[src/rtl/pipelined_control_unit.sv]
// Registered decode/control stage between IF/ID and ID/EX.
// Adds stall hold, flush bubbles, load-use detection, HALT drain and issue count.
module pipelined_control_unit #(
  parameter int ALUCTL_W     = 6,
  parameter int REG_ADDR_W   = 5,
  parameter int DRAIN_CYCLES = 3,
  parameter int CNT_W        = 16
) (
  input  logic                  I_CLK,
  input  logic                  I_RST_N,
  input  logic                  I_CU_VALID,
  input  logic [5:0]            I_CU_OP,
  input  logic [5:0]            I_CU_FUNCT,
  input  logic [REG_ADDR_W-1:0] I_CU_RS,
  input  logic [REG_ADDR_W-1:0] I_CU_RT,
  input  logic                  I_CU_STALL,
  input  logic                  I_CU_FLUSH,
  input  logic                  I_CU_EX_MEMREAD,
  input  logic [REG_ADDR_W-1:0] I_CU_EX_RT,
  output logic                  O_CU_VALID,
  output logic                  O_CU_MemtoReg,
  output logic                  O_CU_RegWrite,
  output logic                  O_CU_MemWrite,
  output logic                  O_CU_MemRead,
  output logic                  O_CU_BranchEQ,
  output logic                  O_CU_BranchNE,
  output logic                  O_CU_ALUSrc,
  output logic                  O_CU_RegDst,
  output logic                  O_CU_signed,
  output logic                  O_CU_shift,
  output logic                  O_CU_Jump,
  output logic                  O_CU_LinkR,
  output logic [ALUCTL_W-1:0]   O_CU_ALUControl,
  output logic [1:0]            O_CU_Trunk,
  output logic                  O_CU_HAZARD,
  output logic                  O_CU_HALTED,
  output logic [CNT_W-1:0]      O_CU_ICOUNT
);

  localparam logic [5:0] OP_R    = 6'b000000;
  localparam logic [5:0] OP_J    = 6'b000010;
  localparam logic [5:0] OP_JAL  = 6'b000011;
  localparam logic [5:0] OP_BEQ  = 6'b000100;
  localparam logic [5:0] OP_BNE  = 6'b000101;
  localparam logic [5:0] OP_ADDI = 6'b001000;
  localparam logic [5:0] OP_SLTI = 6'b001010;
  localparam logic [5:0] OP_ANDI = 6'b001100;
  localparam logic [5:0] OP_ORI  = 6'b001101;
  localparam logic [5:0] OP_XORI = 6'b001110;
  localparam logic [5:0] OP_LUI  = 6'b001111;
  localparam logic [5:0] OP_HALT = 6'b010101;
  localparam logic [5:0] OP_LB   = 6'b100000;
  localparam logic [5:0] OP_LH   = 6'b100001;
  localparam logic [5:0] OP_LW   = 6'b100011;
  localparam logic [5:0] OP_LBU  = 6'b100100;
  localparam logic [5:0] OP_LHU  = 6'b100101;
  localparam logic [5:0] OP_LWU  = 6'b100111;
  localparam logic [5:0] OP_SB   = 6'b101000;
  localparam logic [5:0] OP_SH   = 6'b101001;
  localparam logic [5:0] OP_SW   = 6'b101011;
  localparam logic [5:0] OP_NOP  = 6'b111110;
  localparam logic [5:0] FN_JR   = 6'b001000;
  localparam logic [5:0] FN_JALR = 6'b001001;

  typedef struct packed {
    logic                valid;
    logic                mem_to_reg;
    logic                reg_write;
    logic                mem_write;
    logic                mem_read;
    logic                branch_eq;
    logic                branch_ne;
    logic                alu_src;
    logic                reg_dst;
    logic                is_signed;
    logic                shift;
    logic                jump;
    logic                link_r;
    logic [ALUCTL_W-1:0] alu_ctl;
    logic [1:0]          trunk;
  } ctl_t;

  typedef enum logic [1:0] {
    S_RUN,
    S_DRAIN,
    S_HALTED
  } state_e;

  ctl_t             dec;
  ctl_t             ctl_d, ctl_q;
  state_e           state_d, state_q;
  logic [3:0]       drain_d, drain_q;
  logic [CNT_W-1:0] icount_d, icount_q;
  logic             uses_rt;
  logic             hazard;
  logic [1:0]       mem_size;

  // Access size comes from the low opcode bits shared by loads and stores
  always_comb begin
    mem_size = 2'b00;
    unique case (I_CU_OP[1:0])
      2'b00:   mem_size = 2'b10;
      2'b01:   mem_size = 2'b01;
      default: mem_size = 2'b00;
    endcase
  end

  always_comb begin
    dec     = '0;
    uses_rt = 1'b0;
    unique case (I_CU_OP)
      OP_R: begin
        dec.alu_ctl = ALUCTL_W'(I_CU_FUNCT);
        unique case (I_CU_FUNCT)
          FN_JR: dec.jump = 1'b1;
          FN_JALR: begin
            dec.mem_to_reg = 1'b1;
            dec.reg_write  = 1'b1;
            dec.shift      = 1'b1;
            dec.jump       = 1'b1;
            dec.link_r     = 1'b1;
          end
          default: begin
            dec.reg_write = 1'b1;
            dec.reg_dst   = 1'b1;
            uses_rt       = 1'b1;
          end
        endcase
      end
      OP_ADDI: begin
        dec.reg_write = 1'b1;
        dec.alu_src   = 1'b1;
        dec.alu_ctl   = ALUCTL_W'(6'b100001);
        dec.is_signed = 1'b1;
      end
      OP_ANDI, OP_ORI, OP_XORI, OP_SLTI: begin
        dec.reg_write = 1'b1;
        dec.alu_src   = 1'b1;
        dec.alu_ctl   = ALUCTL_W'({3'b100, I_CU_OP[2:0]});
        if (I_CU_OP == OP_SLTI)
          dec.alu_ctl = ALUCTL_W'(6'b101010);
      end
      OP_LUI: begin
        dec.reg_write = 1'b1;
        dec.alu_src   = 1'b1;
        dec.shift     = 1'b1;
      end
      OP_BEQ: begin
        dec.branch_eq = 1'b1;
        uses_rt       = 1'b1;
      end
      OP_BNE: begin
        dec.branch_ne = 1'b1;
        uses_rt       = 1'b1;
      end
      OP_J: dec.jump = 1'b1;
      OP_JAL: begin
        dec.mem_to_reg = 1'b1;
        dec.reg_write  = 1'b1;
        dec.shift      = 1'b1;
        dec.jump       = 1'b1;
        dec.link_r     = 1'b1;
      end
      OP_LB, OP_LH, OP_LW, OP_LBU, OP_LHU, OP_LWU: begin
        dec.mem_to_reg = 1'b1;
        dec.reg_write  = 1'b1;
        dec.mem_read   = 1'b1;
        dec.alu_src    = 1'b1;
        dec.alu_ctl    = ALUCTL_W'(6'b100001);
        dec.trunk      = mem_size;
        dec.is_signed  = ~I_CU_OP[2];
      end
      OP_SB, OP_SH, OP_SW: begin
        dec.mem_write = 1'b1;
        dec.alu_src   = 1'b1;
        dec.alu_ctl   = ALUCTL_W'(6'b100001);
        dec.is_signed = 1'b1;
        dec.trunk     = mem_size;
        uses_rt       = 1'b1;
      end
      OP_NOP: dec.alu_ctl = ALUCTL_W'(6'b111110);
      default: dec = '0;
    endcase
  end

  assign hazard = I_CU_VALID
                & (state_q == S_RUN)
                & I_CU_EX_MEMREAD
                & (I_CU_EX_RT != '0)
                & ((I_CU_EX_RT == I_CU_RS)
                 | ((I_CU_EX_RT == I_CU_RT) & uses_rt));

  always_comb begin
    ctl_d    = ctl_q;
    state_d  = state_q;
    drain_d  = drain_q;
    icount_d = icount_q;
    if (!I_CU_STALL) begin
      ctl_d = '0;
      // Drain lasts DRAIN_CYCLES bubble cycles, then one more edge raises HALTED
      if (state_q == S_DRAIN) begin
        if (drain_q == 4'd0)
          state_d = S_HALTED;
        else
          drain_d = drain_q - 4'd1;
      end
      if (!I_CU_FLUSH && !hazard &&
          state_q == S_RUN && I_CU_VALID) begin
        ctl_d       = dec;
        ctl_d.valid = 1'b1;
        if (icount_q != '1)
          icount_d = icount_q + CNT_W'(1);
        if (I_CU_OP == OP_HALT) begin
          state_d = S_DRAIN;
          drain_d = 4'(DRAIN_CYCLES);
        end
      end
    end
  end

  always_ff @(posedge I_CLK) begin
    if (!I_RST_N) begin
      ctl_q    <= '0;
      state_q  <= S_RUN;
      drain_q  <= '0;
      icount_q <= '0;
    end else begin
      ctl_q    <= ctl_d;
      state_q  <= state_d;
      drain_q  <= drain_d;
      icount_q <= icount_d;
    end
  end

  assign O_CU_VALID      = ctl_q.valid;
  assign O_CU_MemtoReg   = ctl_q.mem_to_reg;
  assign O_CU_RegWrite   = ctl_q.reg_write;
  assign O_CU_MemWrite   = ctl_q.mem_write;
  assign O_CU_MemRead    = ctl_q.mem_read;
  assign O_CU_BranchEQ   = ctl_q.branch_eq;
  assign O_CU_BranchNE   = ctl_q.branch_ne;
  assign O_CU_ALUSrc     = ctl_q.alu_src;
  assign O_CU_RegDst     = ctl_q.reg_dst;
  assign O_CU_signed     = ctl_q.is_signed;
  assign O_CU_shift      = ctl_q.shift;
  assign O_CU_Jump       = ctl_q.jump;
  assign O_CU_LinkR      = ctl_q.link_r;
  assign O_CU_ALUControl = ctl_q.alu_ctl;
  assign O_CU_Trunk      = ctl_q.trunk;
  assign O_CU_HAZARD     = hazard;
  assign O_CU_HALTED     = (state_q == S_HALTED);
  assign O_CU_ICOUNT     = icount_q;

endmodule

[config.mk]
export PLATFORM = sky130hd
export DESIGN_NAME = pipelined_control_unit
export DESIGN_NICKNAME = d
export VERILOG_FILES = /design/src/rtl/pipelined_control_unit.sv
export SDC_FILE = /design/constraint.sdc
export NUM_CORES = 1
export LEC_CHECK = 0
export CORE_UTILIZATION = 45
export DETAILED_ROUTE_END_ITERATION = 8
export HOLD_SLACK_MARGIN = 0.08
export PLACE_DENSITY = 0.77
export RECOVER_POWER = 25
export SYNTH_ARGS = -nofsm -noshare
export SYNTH_HDL_FRONTEND = slang
export SYNTH_SLANG_ARGS = --single-unit
[constraint.sdc]
create_clock -name I_CLK -period 2.9 [get_ports I_CLK]
set_clock_uncertainty 0.1 [all_clocks]
set_input_delay 0.29 -clock I_CLK [delete_from_list [all_inputs] [get_ports I_CLK]]
set_output_delay 0.29 -clock I_CLK [all_outputs]
set_load 0.1 [all_outputs]
# ---- Word-level counts from Yosys, hierarchy flattened
# Index checks and enable logic that the tools add are counted.
dict set report totals {
  reg_bits 43
  latchBits 0
  ram_bits 0
  rom_bits 0
  input_bits 33
  output_inout_bits 39
  word_cells 111
  n_memories 0
}
dict set report classes {
  addsub 2
  multipliers 0
  div 0
  order_cmp 0
  n_eq_ne 29
  shifts 0
  mux 30
  bitwise_logic 8
  reduce_logical 24
}
# cell n
set ops {}
lappend ops {{$eq A6 B6 Y1 const B} 10}
lappend ops {{$eq A6 B4 Y1 const B} 8}
lappend ops {{$pmux W6 S4} 1}
lappend ops {{$mux W21} 1}
lappend ops {{$mux W4} 5}
lappend ops {{$add A16 B1 Y16 const B} 1}
lappend ops {{$ne A16 B16 Y1 const B} 1}
lappend ops {{$reduce_or A15 Y1} 1}
lappend ops {{$pmux W1 S2} 7}
lappend ops {{$reduce_or A13 Y1} 1}
lappend ops {{$eq A6 B2 Y1 const B} 2}
lappend ops {{$eq A6 B3 Y1 const B} 2}
lappend ops {{$eq A5 B5 Y1} 2}
lappend ops {{$mux W1} 10}
lappend ops {{$mux W2} 5}
lappend ops {{$reduce_or A10 Y1} 1}
lappend ops {{$reduce_or A9 Y1} 1}
lappend ops {{$reduce_or A4 Y1} 2}
lappend ops {{$reduce_or A7 Y1} 1}
lappend ops {{$eq A6 B5 Y1 const B} 1}
lappend ops {{$logic_not A6 Y1} 1}
lappend ops {{$reduce_or A2 Y1} 3}
lappend ops {{$reduce_or A6 Y1} 1}
lappend ops {{$and A1 B1 Y1} 5}
lappend ops {{14 further kinds} 20}

# ---- Logic depth before layout (Yosys ltp)
dict set report depth {
  ltp_word 12
  depth_mapped 8
  depth_no_buf 7
}

# ---- Worst setup path after synthesis
# No wires, ideal clock.
dict set report synth_timing {
  path_kind {in2out}
  from {input I_CU_OP[3]}
  to {output O_CU_HAZARD}
  t_arrival_ps 2681
  required_ps 2510
  slack_ps -171
  stages 6
  n_path_buf 1
  path_cell_list {buf_6 or4b_1 a31o_1 a211oi_1 nor2_1 nor2_1}
}
dict set report synth_between {
  elab_chain_cells 6
  word_cells_on_any_way 11
  cone_classes {eq/ne (5); mux (1); bitwise (3); reduce/logical (2)}
}
# item line_no
set synth_lines {}
lappend synth_lines {{start: declaration} 12} ;# input logic [5:0] I_CU_OP,
lappend synth_lines {{$eq A6 B3 Y1 / $eq A6 B6 Y1 (equally long branches)} 111} ;# unique case (I_CU_OP)
lappend synth_lines {{$reduce_or A5 Y1 (no line)} -}
lappend synth_lines {{$pmux W1 S2 (*)} 111}
lappend synth_lines {{$and A1 B1 Y1 (*)} 191} ;# | ((I_CU_EX_RT == I_CU_RT) & uses_rt));
lappend synth_lines {{$or A1 B1 Y1 (*)} 191}
lappend synth_lines {{$and A1 B1 Y1 (*)} 190} ;# & ((I_CU_EX_RT == I_CU_RS)
lappend synth_lines {{end: declaration} 35} ;# output logic O_CU_HAZARD,
# Mark *: on every way between the ends. The rest lies on a longest branch, timed or not.

# ---- Worst setup path after layout
dict set report layout_timing {
  from {input I_CU_FUNCT[2]}
  to {output O_CU_HAZARD}
}
dict set report layout_between {
  elab_chain_cells 7
  word_cells_on_any_way 8
  cone_classes {eq/ne (2); mux (2); bitwise (3); reduce/logical (1)}
}
# item line_no
set layout_lines {}
lappend layout_lines {{start: declaration} 13} ;# input logic [5:0] I_CU_FUNCT,
lappend layout_lines {{$eq A6 B4 Y1} 114} ;# unique case (I_CU_FUNCT)
lappend layout_lines {{$reduce_or A2 Y1 (no line) (*)} -}
lappend layout_lines {{$mux W1 (*)} 114}
lappend layout_lines {{$pmux W1 S2 (*)} 111}
lappend layout_lines {{$and A1 B1 Y1 (*)} 191}
lappend layout_lines {{$or A1 B1 Y1 (*)} 191}
lappend layout_lines {{$and A1 B1 Y1 (*)} 190}
# Marks and branches as above.

==> flow_metrics.env <==
export IMPL_finalHoldViolations=0
export IMPL_crit_chain="clkdlybuf4s50_1, or4b_1, o211ai_1, buf_4, a211oi_1, nor2_1, nor2_2, buf_12"
export IMPL_io_buffers=71
export IMPL_synth_async_sr_flop_share_pct=0
export IMPL_syn_nets=334
export IMPL_cts_buffers=5
export IMPL_p_per_area_mw_per_mm2=374.0
export IMPL_fin_crit_sh_pct=90.73
export IMPL_areaGrowthSynthToFinish_pct=32.62
export IMPL_synth_seq_cells=43
export IMPL_arrival_ns=2.24
export IMPL_final_max_slew_violation_count=0
export IMPL_path_max_fanout=2
export IMPL_gr_total_overflow=0
export IMPL_hold_path_class="register to register"
export IMPL_vias=2383
export IMPL_yosysUniqueCellTypes=56
export IMPL_hpwl_um=4487
export IMPL_clk_insertion_delay_late_ns=0.30
export IMPL_nNetsFinal=410
export IMPL_antenna_found_initial=0
export IMPL_drc=0
export IMPL_clk_path_buf_depth=2
export IMPL_cts_tree="built"
export IMPL_max_freq_mhz=380.1
export IMPL_rows=26
export IMPL_fin_setup_tns_ns=0
export IMPL_crit_type="input pin to output pin"
export IMPL_ys_seq_area_share_pct=35.23
export IMPL_die_w_um=75.69
export IMPL_reg2reg_depth=8
export IMPL_max_slew_margin_pct=21.17
export IMPL_synth_cells=299
export IMPL_instances_no_fill=446
export IMPL_critPathRequiredTime_ns=2.51
export IMPL_syn_area_per_cell_um2=8.173
export IMPL_syn_area_mm2=0.002444
export IMPL_drive_gt1_share_pct=15.43
export IMPL_rsz0062_at_grt="no"
export IMPL_diodes=0
export IMPL_viasPerCell=5.343
export IMPL_gp_congestion=0.8843
export IMPL_ys_flop_type="dfxtp_1"
export IMPL_setup_viol=0
export IMPL_io_pins=72
export IMPL_die_area_mm2=0.005729
export IMPL_outcome="finished, final reports clean"
export IMPL_core_area_mm2=0.005172
export IMPL_utilization_pct=62.65
export IMPL_grt_max_degree=37
export IMPL_wire_per_inst_um=13.40
export IMPL_root_buffer="clkbuf_8"
export IMPL_tightest_slew_ns=1.188
export IMPL_mostFrequentLayoutCells="nand2_1 (46), dfxtp_1 (43), buf_4 (34)"
export IMPL_placed_area_mm2=0.003207
export IMPL_synth_edf_count=0
export IMPL_min_path_cells=2
export IMPL_hp_start="O_CU_ALUControl[0]"
export IMPL_cp_end_kind="output pin"
export IMPL_path_clk_slew_ns=0.08
export IMPL_r2r_setup_slack_ns=0.41
export IMPL_slowest_delay_ns=0.57
export IMPL_grt_pass1_wl_um=9370
export IMPL_die_y_um=75.69
export IMPL_wl_um=5977
export IMPL_fin_crit_ns=2.631
export IMPL_worstSetupStartpointType="input pin"
export IMPL_initial_core_util_pct=47.24
export IMPL_layout_commonest_cell="nand2_1"
export IMPL_regToRegEndpoint="O_CU_ICOUNT[4]"
export IMPL_dpl_cell_count=438
export IMPL_cap_violations=0
export IMPL_grt_usage_pct=21.38
export IMPL_max_vdd_ir_drop_mv=0.2388
export IMPL_grt_pass1_vias=2071
export IMPL_timing_rr_start="O_CU_ICOUNT[0]"
export IMPL_cts_sinks=43
export IMPL_yosys_warnings=0
export IMPL_slowest_stage="or4b_1"
export IMPL_p_leak_uw=0.001306
export IMPL_timing_hold_ws_ns=0.3579
export IMPL_ant_nets=0
export IMPL_final_area_mm2=0.003241
export IMPL_drt_first_pass_iters=4
export IMPL_cts_max_level=2
export IMPL_drt_iter0_markers=160
export IMPL_min_to="O_CU_ALUControl[0]"
-- layer usage --
layer  global-route usage, %  wire (µm)  up-vias  part of all wire, %
met5                       0          0        -                    0
met4                   6.996        104        0                  1.7
met3                   4.630        318       10                  5.3
met2                   34.92       2772       85                   46
met1                   28.12       2780     1068                   47
li1                        -          -     1220                    -
-- worst max path at each step --
stage | startpoint | to | slack [ns] | depth (start not counted)
2_1_floorplan | O_CU_ICOUNT[0] | O_CU_ICOUNT[7] | 0.12 | 8
3_3_place_gp | I_CU_FUNCT[2] | O_CU_ICOUNT[15] | 0.07 | 8
3_5_place_dp | I_CU_OP[5] | O_CU_ICOUNT[4] | 0.07 | 8
4_1_cts | I_CU_OP[5] | O_CU_HAZARD | 0.21 | 10
5_1_grt | I_CU_OP[5] | O_CU_HAZARD | 0.10 | 10
6_report | I_CU_FUNCT[2] | O_CU_HAZARD | 0.27 | 8
-- critical path, delay by kind of cell --
| family | cells | cell delay (ns) |
|---|---|---|
| compound gates | 2 | 0.42 |
| buf+inv | 3 | 0.77 |
| simple gates | 3 | 0.74 |
-- registers in the layout (all words and copies together) (netlist names), 2 cells and up --
signal and flops:
drain_q 4, state_q 2, O_CU_ALUControl 6, O_CU_Trunk 2, O_CU_ICOUNT 16
-- final cells by class --
type	instances	area (µm²)
Fill cell	492	1932
Clock inverter	2	16.27
Inverter	8	30.03
Multi-Input combinational cell	230	1476
Sequential cell	43	860.8
Tap cell	70	87.58
Timing Repair Buffer	87	686.9
Clock buffer	6	82.58
-- synth_stat cells, types with 4 or more instances --
library cell / number / area, µm²
nand2_1: 46 / 172.7
nand2b_1: 10 / 62.56
and3_1: 4 / 25.02
o21ai_0: 21 / 105.1
nand3_1: 15 / 75.07
clkbuf_1: 14 / 52.55
nor2_1: 17 / 63.81
nor3_1: 7 / 35.03
xnor2_1: 10 / 87.58
and2_1: 6 / 37.54
nor2b_1: 6 / 37.54
nand4_1: 6 / 37.54
a21oi_1: 10 / 50.05
inv_1: 8 / 30.03
dfxtp_1: 43 / 860.8
mux2i_1: 10 / 100.1
-- per-stage QoR --
| step | power, µW | setup WS, ns |
|---|---|---|
| 3_5_place_dp | 812.8 | 0.06528 |
| 6_report | 1212 | 0.2688 |
| 5_1_grt | 1269 | 0.1025 |
| 2_1_floorplan | 726.7 | 0.1220 |
| 4_1_cts | 1226 | 0.2066 |
| 3_3_place_gp | 810.7 | 0.07081 |
-- cell families (layout without fill, tap and decap cells) --
group / Yosys count / in the layout / synth area share, %
AND/OR/NAND/NOR: 142 / 142 / 30.98
buffers and inverters: 26 / 103 / 4.711
flip-flops: 43 / 43 / 35.23
adder cells (fa/ha/maj): 2 / 2 / 1.024
XOR/XNOR: 13 / 13 / 4.660
multiplexers: 12 / 12 / 5.018
AO/OA/AOI/OAI: 61 / 61 / 18.38
-- power breakdown --
part           total [µW]  leakage (µW)  internal [µW]  switching, µW
Combinational         203      0.000912           90.9            112
Clock                 413     0.0000474            194            218
Sequential            596      0.000347            593           3.21
-- repair_timing --
item                                    4_1_cts  5_1_grt
buffers inserted                              0        0
hold buffers                                  0        0
endpoints found under the setup margin        0        1
endpoints found under the hold margin         0        0
resized for setup                             0        1
(Power assumes the default switching activity.)
